`src/rtl/dmem_pkg.sv`:
```
// Shared types and helpers for the data-memory responder.
package dmem_pkg;

    typedef enum logic [1:0] {
        IDLE,
        WAIT,
        DONE
    } dmem_state_t;

    localparam int DMEM_DATA_W = 32;

    // An access faults when it is not word aligned or its word index lies outside the array.
    function automatic logic is_fault(input logic [31:0] addr, input int unsigned depth);
        return (addr[1:0] != 2'b00) || (32'(addr[31:2]) >= depth);
    endfunction

endpackage

```
`src/rtl/dmem_array.sv`:
```
// Word-wide RAM with synchronous write and registered read (read-before-write on the same index).
module dmem_array
    import dmem_pkg::*;
#(
    parameter int DEPTH = 64
) (
    input  logic                     clk,
    input  logic                     we,
    input  logic [$clog2(DEPTH)-1:0] idx,
    input  logic [DMEM_DATA_W-1:0]   wd,
    output logic [DMEM_DATA_W-1:0]   rd
);

    logic [DMEM_DATA_W-1:0] mem [DEPTH];

    // NOTE: the storage array has no reset; clearing it would turn the RAM into a bank of flops.
    always_ff @(posedge clk) begin
        if (we) begin
            mem[idx] <= wd;
        end
        rd <= mem[idx];
    end

endmodule

```
`src/rtl/dmem_responder.sv`:
```
// Multi-cycle data-memory responder for the core's load/store port.
// Defining DMEM_STATS_EN adds saturating load_cnt/store_cnt completion counters.
module dmem_responder
    import dmem_pkg::*;
#(
    parameter int DEPTH   = 64,
    parameter int LATENCY = 2
`ifdef DMEM_STATS_EN
    ,
    parameter int STATS_W = 16
`endif
) (
    input  logic                   clk,
    input  logic                   reset,
    input  logic                   req,
    input  logic                   we,
    input  logic [31:0]            addr,
    input  logic [DMEM_DATA_W-1:0] wdata,
    output logic [DMEM_DATA_W-1:0] rdata,
    output logic                   ready,
    output logic                   busy,
`ifdef DMEM_STATS_EN
    output logic                   err,
    output logic [STATS_W-1:0]     load_cnt,
    output logic [STATS_W-1:0]     store_cnt
`else
    output logic                   err
`endif
);

    localparam int IDX_W = $clog2(DEPTH);
    localparam int CNT_W = $clog2(LATENCY + 1);

    dmem_state_t            state;
    dmem_state_t            state_next;
    logic [CNT_W-1:0]       cnt;
    logic                   we_q;
    logic [31:0]            addr_q;
    logic [DMEM_DATA_W-1:0] wdata_q;
    logic                   err_q;
    logic                   load_ok_q;
    logic [DMEM_DATA_W-1:0] rdata_q;
    logic [DMEM_DATA_W-1:0] rd;

    logic                   accept;
    logic                   commit;
    logic                   cur_we;
    logic [31:0]            cur_addr;
    logic [DMEM_DATA_W-1:0] cur_wdata;
    logic                   cur_fault;
    logic                   mem_we;

    // With LATENCY==1 the commit edge is the acceptance edge, so the live inputs are used directly.
    always_comb begin
        // NOTE: every output of this block gets a default first so no path leaves one unassigned (no latches).
        state_next = state;
        accept     = 1'b0;
        commit     = 1'b0;
        cur_we     = we_q;
        cur_addr   = addr_q;
        cur_wdata  = wdata_q;
        case (state)
            IDLE: begin
                cur_we    = we;
                cur_addr  = addr;
                cur_wdata = wdata;
                if (req) begin
                    accept     = 1'b1;
                    commit     = (LATENCY == 1);
                    state_next = (LATENCY == 1) ? DONE : WAIT;
                end
            end
            WAIT: begin
                if (cnt == CNT_W'(1)) begin
                    commit     = 1'b1;
                    state_next = DONE;
                end
            end
            DONE:    state_next = IDLE;
            default: state_next = IDLE;
        endcase
    end

    assign cur_fault = is_fault(cur_addr, DEPTH);
    assign mem_we    = commit && cur_we && !cur_fault && !reset;
    assign busy      = ((state == IDLE) && req) || (state == WAIT);
    assign ready     = (state == DONE);
    assign err       = (state == DONE) && err_q;
    // A good load's data arrives from the array's read register during DONE and is held afterwards.
    assign rdata     = ((state == DONE) && load_ok_q) ? rd : rdata_q;

    // NOTE: sequential state uses non-blocking assignments so every flop samples pre-edge values.
    always_ff @(posedge clk) begin
        if (reset) begin
            state     <= IDLE;
            cnt       <= '0;
            we_q      <= 1'b0;
            addr_q    <= '0;
            wdata_q   <= '0;
            err_q     <= 1'b0;
            load_ok_q <= 1'b0;
            rdata_q   <= '0;
        end else begin
            state <= state_next;
            if (accept) begin
                we_q    <= we;
                addr_q  <= addr;
                wdata_q <= wdata;
                cnt     <= CNT_W'(LATENCY - 1);
            end else if (state == WAIT) begin
                cnt <= cnt - CNT_W'(1);
            end
            if (commit) begin
                err_q     <= cur_fault;
                load_ok_q <= !cur_we && !cur_fault;
                if (cur_fault) begin
                    rdata_q <= '0;
                end
            end
            if ((state == DONE) && load_ok_q) begin
                rdata_q <= rd;
            end
        end
    end

    dmem_array #(
        .DEPTH(DEPTH)
    ) u_array (
        .clk(clk),
        .we (mem_we),
        .idx(cur_addr[IDX_W+1:2]),
        .wd (cur_wdata),
        .rd (rd)
    );

`ifdef DMEM_STATS_EN
    always_ff @(posedge clk) begin
        if (reset) begin
            load_cnt  <= '0;
            store_cnt <= '0;
        end else if ((state == DONE) && !err_q) begin
            if (we_q) begin
                if (store_cnt != '1) store_cnt <= store_cnt + STATS_W'(1);
            end else begin
                if (load_cnt != '1) load_cnt <= load_cnt + STATS_W'(1);
            end
        end
    end
`endif

endmodule

```
`config.mk`:
```
export PLATFORM = sky130hd
export DESIGN_NAME = dmem_responder
export DESIGN_NICKNAME = d
export VERILOG_FILES = /design/src/rtl/dmem_pkg.sv /design/src/rtl/dmem_array.sv /design/src/rtl/dmem_responder.sv
export SDC_FILE = /design/constraint.sdc
export NUM_CORES = 2
export LEC_CHECK = 0
export ABC_AREA = 1
export ABC_CLOCK_PERIOD_IN_PS = 5600
export CORE_ASPECT_RATIO = 0.9
export CORE_MARGIN = 5
export CORE_UTILIZATION = 55
export CTS_CLUSTER_SIZE = 28
export DETAILED_ROUTE_END_ITERATION = 7
export PLACE_DENSITY_LB_ADDON = 0.1
export SETUP_SLACK_MARGIN = 0.05
export SYNTH_ARGS = -nofsm -noshare
export SYNTH_HDL_FRONTEND = slang
export SYNTH_SLANG_ARGS = --single-unit
```
`constraint.sdc`:
```
create_clock -name clk -period 5.6 [get_ports clk]
set_clock_uncertainty 0.2 [all_clocks]
set_input_delay 1.12 -clock clk [delete_from_list [all_inputs] [get_ports clk]]
set_output_delay 1.12 -clock clk [all_outputs]
set_load 0.01 [all_outputs]
```
== Word level (Yosys, flattened, before mapping) ==
Memories as Yosys holds them, arrays and structs flattened. A register that Yosys moved wholly into a read port is not among the register bits.
Index checks and enable logic that the tools add are counted.

* Output and inout bits: 35
* Bits in registers: 103
* Memories: 1
* Bits in writable memories: 2,048

* Reduce and logical (&&, ||, !) cells: 20
* Order comparisons: 1
* Mux-type cells: 18
* Equal/unequal tests: 5
* $add $sub $neg: 1

{| class="wikitable"
|+ Memories
! memory !! depth !! width !! read ports !! clocked after memory_dff !! write ports !! line !! RTL
|-
| u_array.mem || 64 || 32 || 1 || 1 || 1 || dmem_array.sv:14 || <nowiki>logic [DMEM_DATA_W-1:0] mem [DEPTH];</nowiki>
|}

{| class="wikitable"
|+ Operator list
! operator !! number
|-
| $mux 32 || 6
|-
| $ge 30x7->1 const B || 1
|-
| $mux 1 || 9
|-
| $reduce_bool 2->1 || 4
|-
| $logic_and 1x1->1 || 7
|-
| $eq 2x1->1 const B || 2
|-
| $mux 2 || 2
|-
| $ne 2x2->1 const B || 2
|-
| $pmux 2 s2 || 1
|-
| $reduce_and 2->1 || 2
|-
| $logic_not 1->1 || 3
|-
| $eq 2x2->1 const B || 1
|-
| $logic_not 2->1 || 1
|-
| $logic_or 1x1->1 || 2
|-
| $reduce_or 2->1 || 1
|-
| $sub 2x1->2 const B || 1
|}

== Depth between registers and ports, before layout ==
* Depth after elaboration: 9
* Mapped depth: 17

== Hierarchy ==
From an unflattened synthesis, not the netlist that was laid out.

* Cell total of the unflattened synthesis: 9,108
* Area total of the unflattened synthesis: 91,129.9 µm²

{| class="wikitable"
|+ By module, submodules not included
! module !! area each (µm²) !! cells each !! instances
|-
| dmem_array || 86,503.0 || 8,440 || 1
|-
| dmem_responder || 4,626.9 || 668 || 1
|}

== Worst setup path after synthesis ==
No wires, ideal clock.

* Path kind: register -> register
* Start: register state[1]
* End: memory u_array.mem[0][0] (data pin)
* Library setup time: 0.702 ns
* Path slack: 1.066 ns
* Arrival time: 3.632 ns
* Cell stages (with the launch flop): 6
* Path buffers: 3
* Required time: 4.698 ns
* Cell sequence: dfxtp_1 > nor2_8 > buf_6 > clkbuf_1 > clkbuf_1 > o21ai_0

* Word-level cells in the longest chain between the ends: 2

{| class="wikitable"
|+ RTL lines
! what !! line !! RTL
|-
| from (decl) || dmem_responder.sv:34 || <nowiki>dmem_state_t state;</nowiki>
|-
| from (signal assigned) || dmem_responder.sv:104 || <nowiki>state <= state_next;</nowiki>
|-
| $logic_not 2->1 || dmem_responder.sv:62 || <nowiki>case (state)</nowiki>
|-
| $mux 32 || dmem_responder.sv:62 ||
|-
| named net cur_wdata[0] || dmem_responder.sv:49 || <nowiki>logic [DMEM_DATA_W-1:0] cur_wdata;</nowiki>
|-
| to (decl) || dmem_array.sv:14 ||
|}

The timed path passes the listed nets, and every way through them passes these cells.

== Final worst setup path ==
* Start: register state[1]
* End: output rdata[7]

* Word-level cells in the longest chain between the ends: 3

{| class="wikitable"
|+ RTL lines
! what !! line !! RTL
|-
| $eq 2x2->1 || dmem_responder.sv:90 || <nowiki>assign rdata = ((state == DONE) && load_ok_q) ? rd : rdata_q;</nowiki>
|-
| $logic_and 1x1->1 || dmem_responder.sv:90 ||
|-
| $mux 32 || dmem_responder.sv:90 ||
|-
| to (decl) || dmem_responder.sv:19 || <nowiki>output logic [DMEM_DATA_W-1:0] rdata,</nowiki>
|}

No other way between the ends.

==> summary.md <==
| Metric | Value |
|---|---|
| Status | complete, no violations |
| Post-DP HPWL | 161000 um |
| First-pass GRT wire length | 420000 um |
| Fin crit share | 80.0% |
| Core area | 167000 um2 |
| Worst path arrival time | 3.16 ns |
| Type of the tightest min-delay check | reg -> reg |
| CTS Root Cell | clkbuf_16 |
| Die Area | 177000 um2 |
| VDD IR max | 269 uV |
| Synth cell types | 36 |
| Syn Inst Count | 9139 |
| CTS tree | yes |
| Max Cap Viol | 0 |
| Int Pwr | 27300 uW |
| Pins Over Slew Limit | 0 |
| Die width | 442 um |
| Total CTS buffers | 214 |
| Sequential area share after synthesis | 69.4% |
| Count leader, synth | nand2_1 |
| WL/cell | 25.0 um |
| Setup Buffers After CTS | 0 |
| Max FO, Critical Path | 32 |
| Die height | 399 um |
| Worst slack, placed | 0.888 ns |
| Share of cells above drive strength 1 | 7.64% |
| Min cycle time layout | 4.48 ns |
| Area grow syn2layout | 12.3% |
| Required @ worst endpoint | 4.28 ns |
| Top cells by area, synth | edfxtp_1, nand2_1, nand3_1 |
| Vias in the first global route | 61541 |
| GRT overflow | 0 |
| Net Sw Power | 10400 uW |
| I/O Pins | 103 |
| Setup crit end kind | output pin |
| Unrepaired setup endpoints after global routing | no |
| Pwr/cell area | 362 nW/um2 |
| Most used routing layer | met2 |
| DRT iter0 DRCs | 9242 |
| WL final | 289000 um |
| GPL Wtd Cong | 0.917 |
| Initial core utilization | 55.5% |
| Ys flop type | edfxtp_1 |
| Fin nets | 9214 |
| Met1 Use GR | 45.8% |
| CTS Buffer Depth | 3 |
| Sequential share of power | 48.9% |
| Synth Register Bits | 2183 |
| Final setup margin | 1.12 ns |
| Hold buffer count at cts | 0 |
| Final hold violations | 0 |
| Post-synth top cells | nand2_1, edfxtp_1, nand3_1 |
| Worst-path clk slew | 0.06 ns |
| Largest net degree at the start of global routing | 113 |
| # DRC | 0 |
| Met3 global-route usage | 6.84% |
| Sink Count | 2183 |
| Worst-Margin Slew | 1.47 ns |
| Number of synthesized flops with an enable pin | 2048 |
| Number of synthesis warnings | 0 |
| Type of the worst setup path | reg -> out |
| Combinational Power Share | 14.2% |
| Top cell type's share of synthesized area | 66.5% |
| Initial antenna violation count | 15 |
| H-tree depth | 4 |
| Initial DRT Pass Iterations | 6 |
| Final setup violation count | 0 |
| Net Sw Frac | 27.5% |
| Clock latency on the worst-skew pair | 0.84 ns |
| Port Buffers | 102 |
| Met2 usage | 48.6% |
| Leakage | 0.0427 uW |
| Routed vias | 66338 |
| Syn_nets | 9208 |
| Routed Antenna Nets | 0 |
| Mapped Area | 92500 um2 |
| Row cnt | 142 |
| Syn avg cell area | 10.1 um2 |
| GRT Total Usage | 32.2% |
| Clock power share | 36.9% |
| Asr flop ratio synth | 0% |
| Setup_tns | 0 ns |
| Rel. slew slack | 1.90% |
| Cts repair resizes | 0 |
| Largest area contributor in the netlist | edfxtp_1 |
| Fmax | 0.223 GHz |
| Crit start category | flip-flop |
| Via density | 5.74 |
[cell usage in the layout, fill, tap and decap left out, drive strengths merged, types with 87 or more instances in the layout]
master and instances:
nand2 5153, edfxtp 2048, nand3 709, clkbuf 278, nor2 239, buf 221, dfxtp 135, inv 111
o21ai 107, clkdlybuf4s50 102, clkinv 87
[per-layer routing]
metal  up-vias  wire, um
li1      30137         -
met5         -         0
met3       559     32900
met1     31839    114000
met2      3803    128000
met4         0     13800
[per-stage QoR]
| stage | utilization [%] | cells | area [um2] | total power [uW] | hold WS (ns) |
|---|---|---|---|---|---|
| 6_report | 62.3 | 11556 | 104000 | 37700 | 0.258 |
| 5_1_grt | 62.3 | 11550 | 104000 | 38900 | 0.292 |
| 4_1_cts | 62.3 | 11549 | 104000 | 37700 | 0.260 |
| 3_5_place_dp | 58.3 | 11161 | 97300 | 24000 | 0.251 |
| 3_3_place_gp | 58.3 | 11159 | 97200 | 23900 | 0.242 |
| 2_1_floorplan | - | 9139 | 92500 | 21800 | 0.225 |
[power groups by stage]
stage                     Sequential, uW  Clock (uW)  Combinational [uW]
after floorplan                    18800           0                3050
after global placement             18800           0                5170
after detailed placement           18800           0                5220
after CTS                          18400       14000                5240
after global routing               18400       14800                5750
final                              18400       13900                5340
[layout make-up]
type	count	area [um2]
flip-flops and latches	2183	64200
inverters	103	389
fillers	13253	62900
repair buffers	323	3450
clock buffers	278	5800
multi-input cells	6320	26400
diodes	7	17.5
clock inverters	110	857
well taps	2232	2790
[kinds of logic after synthesis]
kind of cell / count (synthesis) / share of synthesized area, %
AND/OR/NAND/NOR: 6134 / 26.2
multiplexers: 32 / 0.389
AO/OA/AOI/OAI: 153 / 0.891
buffers and inverters: 636 / 3.11
adder cells (fa/ha/maj): 1 / 0.0135
flip-flops: 2183 / 69.4
[worst max-delay path, cell delays in order, from the launching register on]
cell             delay, ns
dfxtp_1               0.48
inv_2                 0.11
nor3_2                0.12
buf_4                 0.51
mux2_2                0.52
clkdlybuf4s50_1       0.52
[state kept, by name, summed over array words and instances (netlist names)]
signal,flops
u_array.mem,2048
addr_q,32
rdata_q,32
u_array.rd,32
wdata_q,32
cnt,2
state,2
err_q,1
load_ok_q,1
we_q,1
[path summary, 6_finish.rpt]
| kind | end | slack [ns] | cells after the start | start |
|---|---|---|---|---|
| worst min register to register | addr_q[8]$_SDFFE_PP0P_ | 0.26 | 2 | addr_q[8]$_SDFFE_PP0P_ |
| worst max register to register | u_array.rd[25]$_DFF_P_ | 1.52 | 14 | state[1]$_SDFFE_PP0P_ |
| worst min-delay path | addr_q[8]$_SDFFE_PP0P_ | 0.26 | 2 | addr_q[8]$_SDFFE_PP0P_ |
| worst max-delay path | rdata[7] | 1.12 | 5 | state[1]$_SDFFE_PP0P_ |
Power figures use the tool's default switching activity.
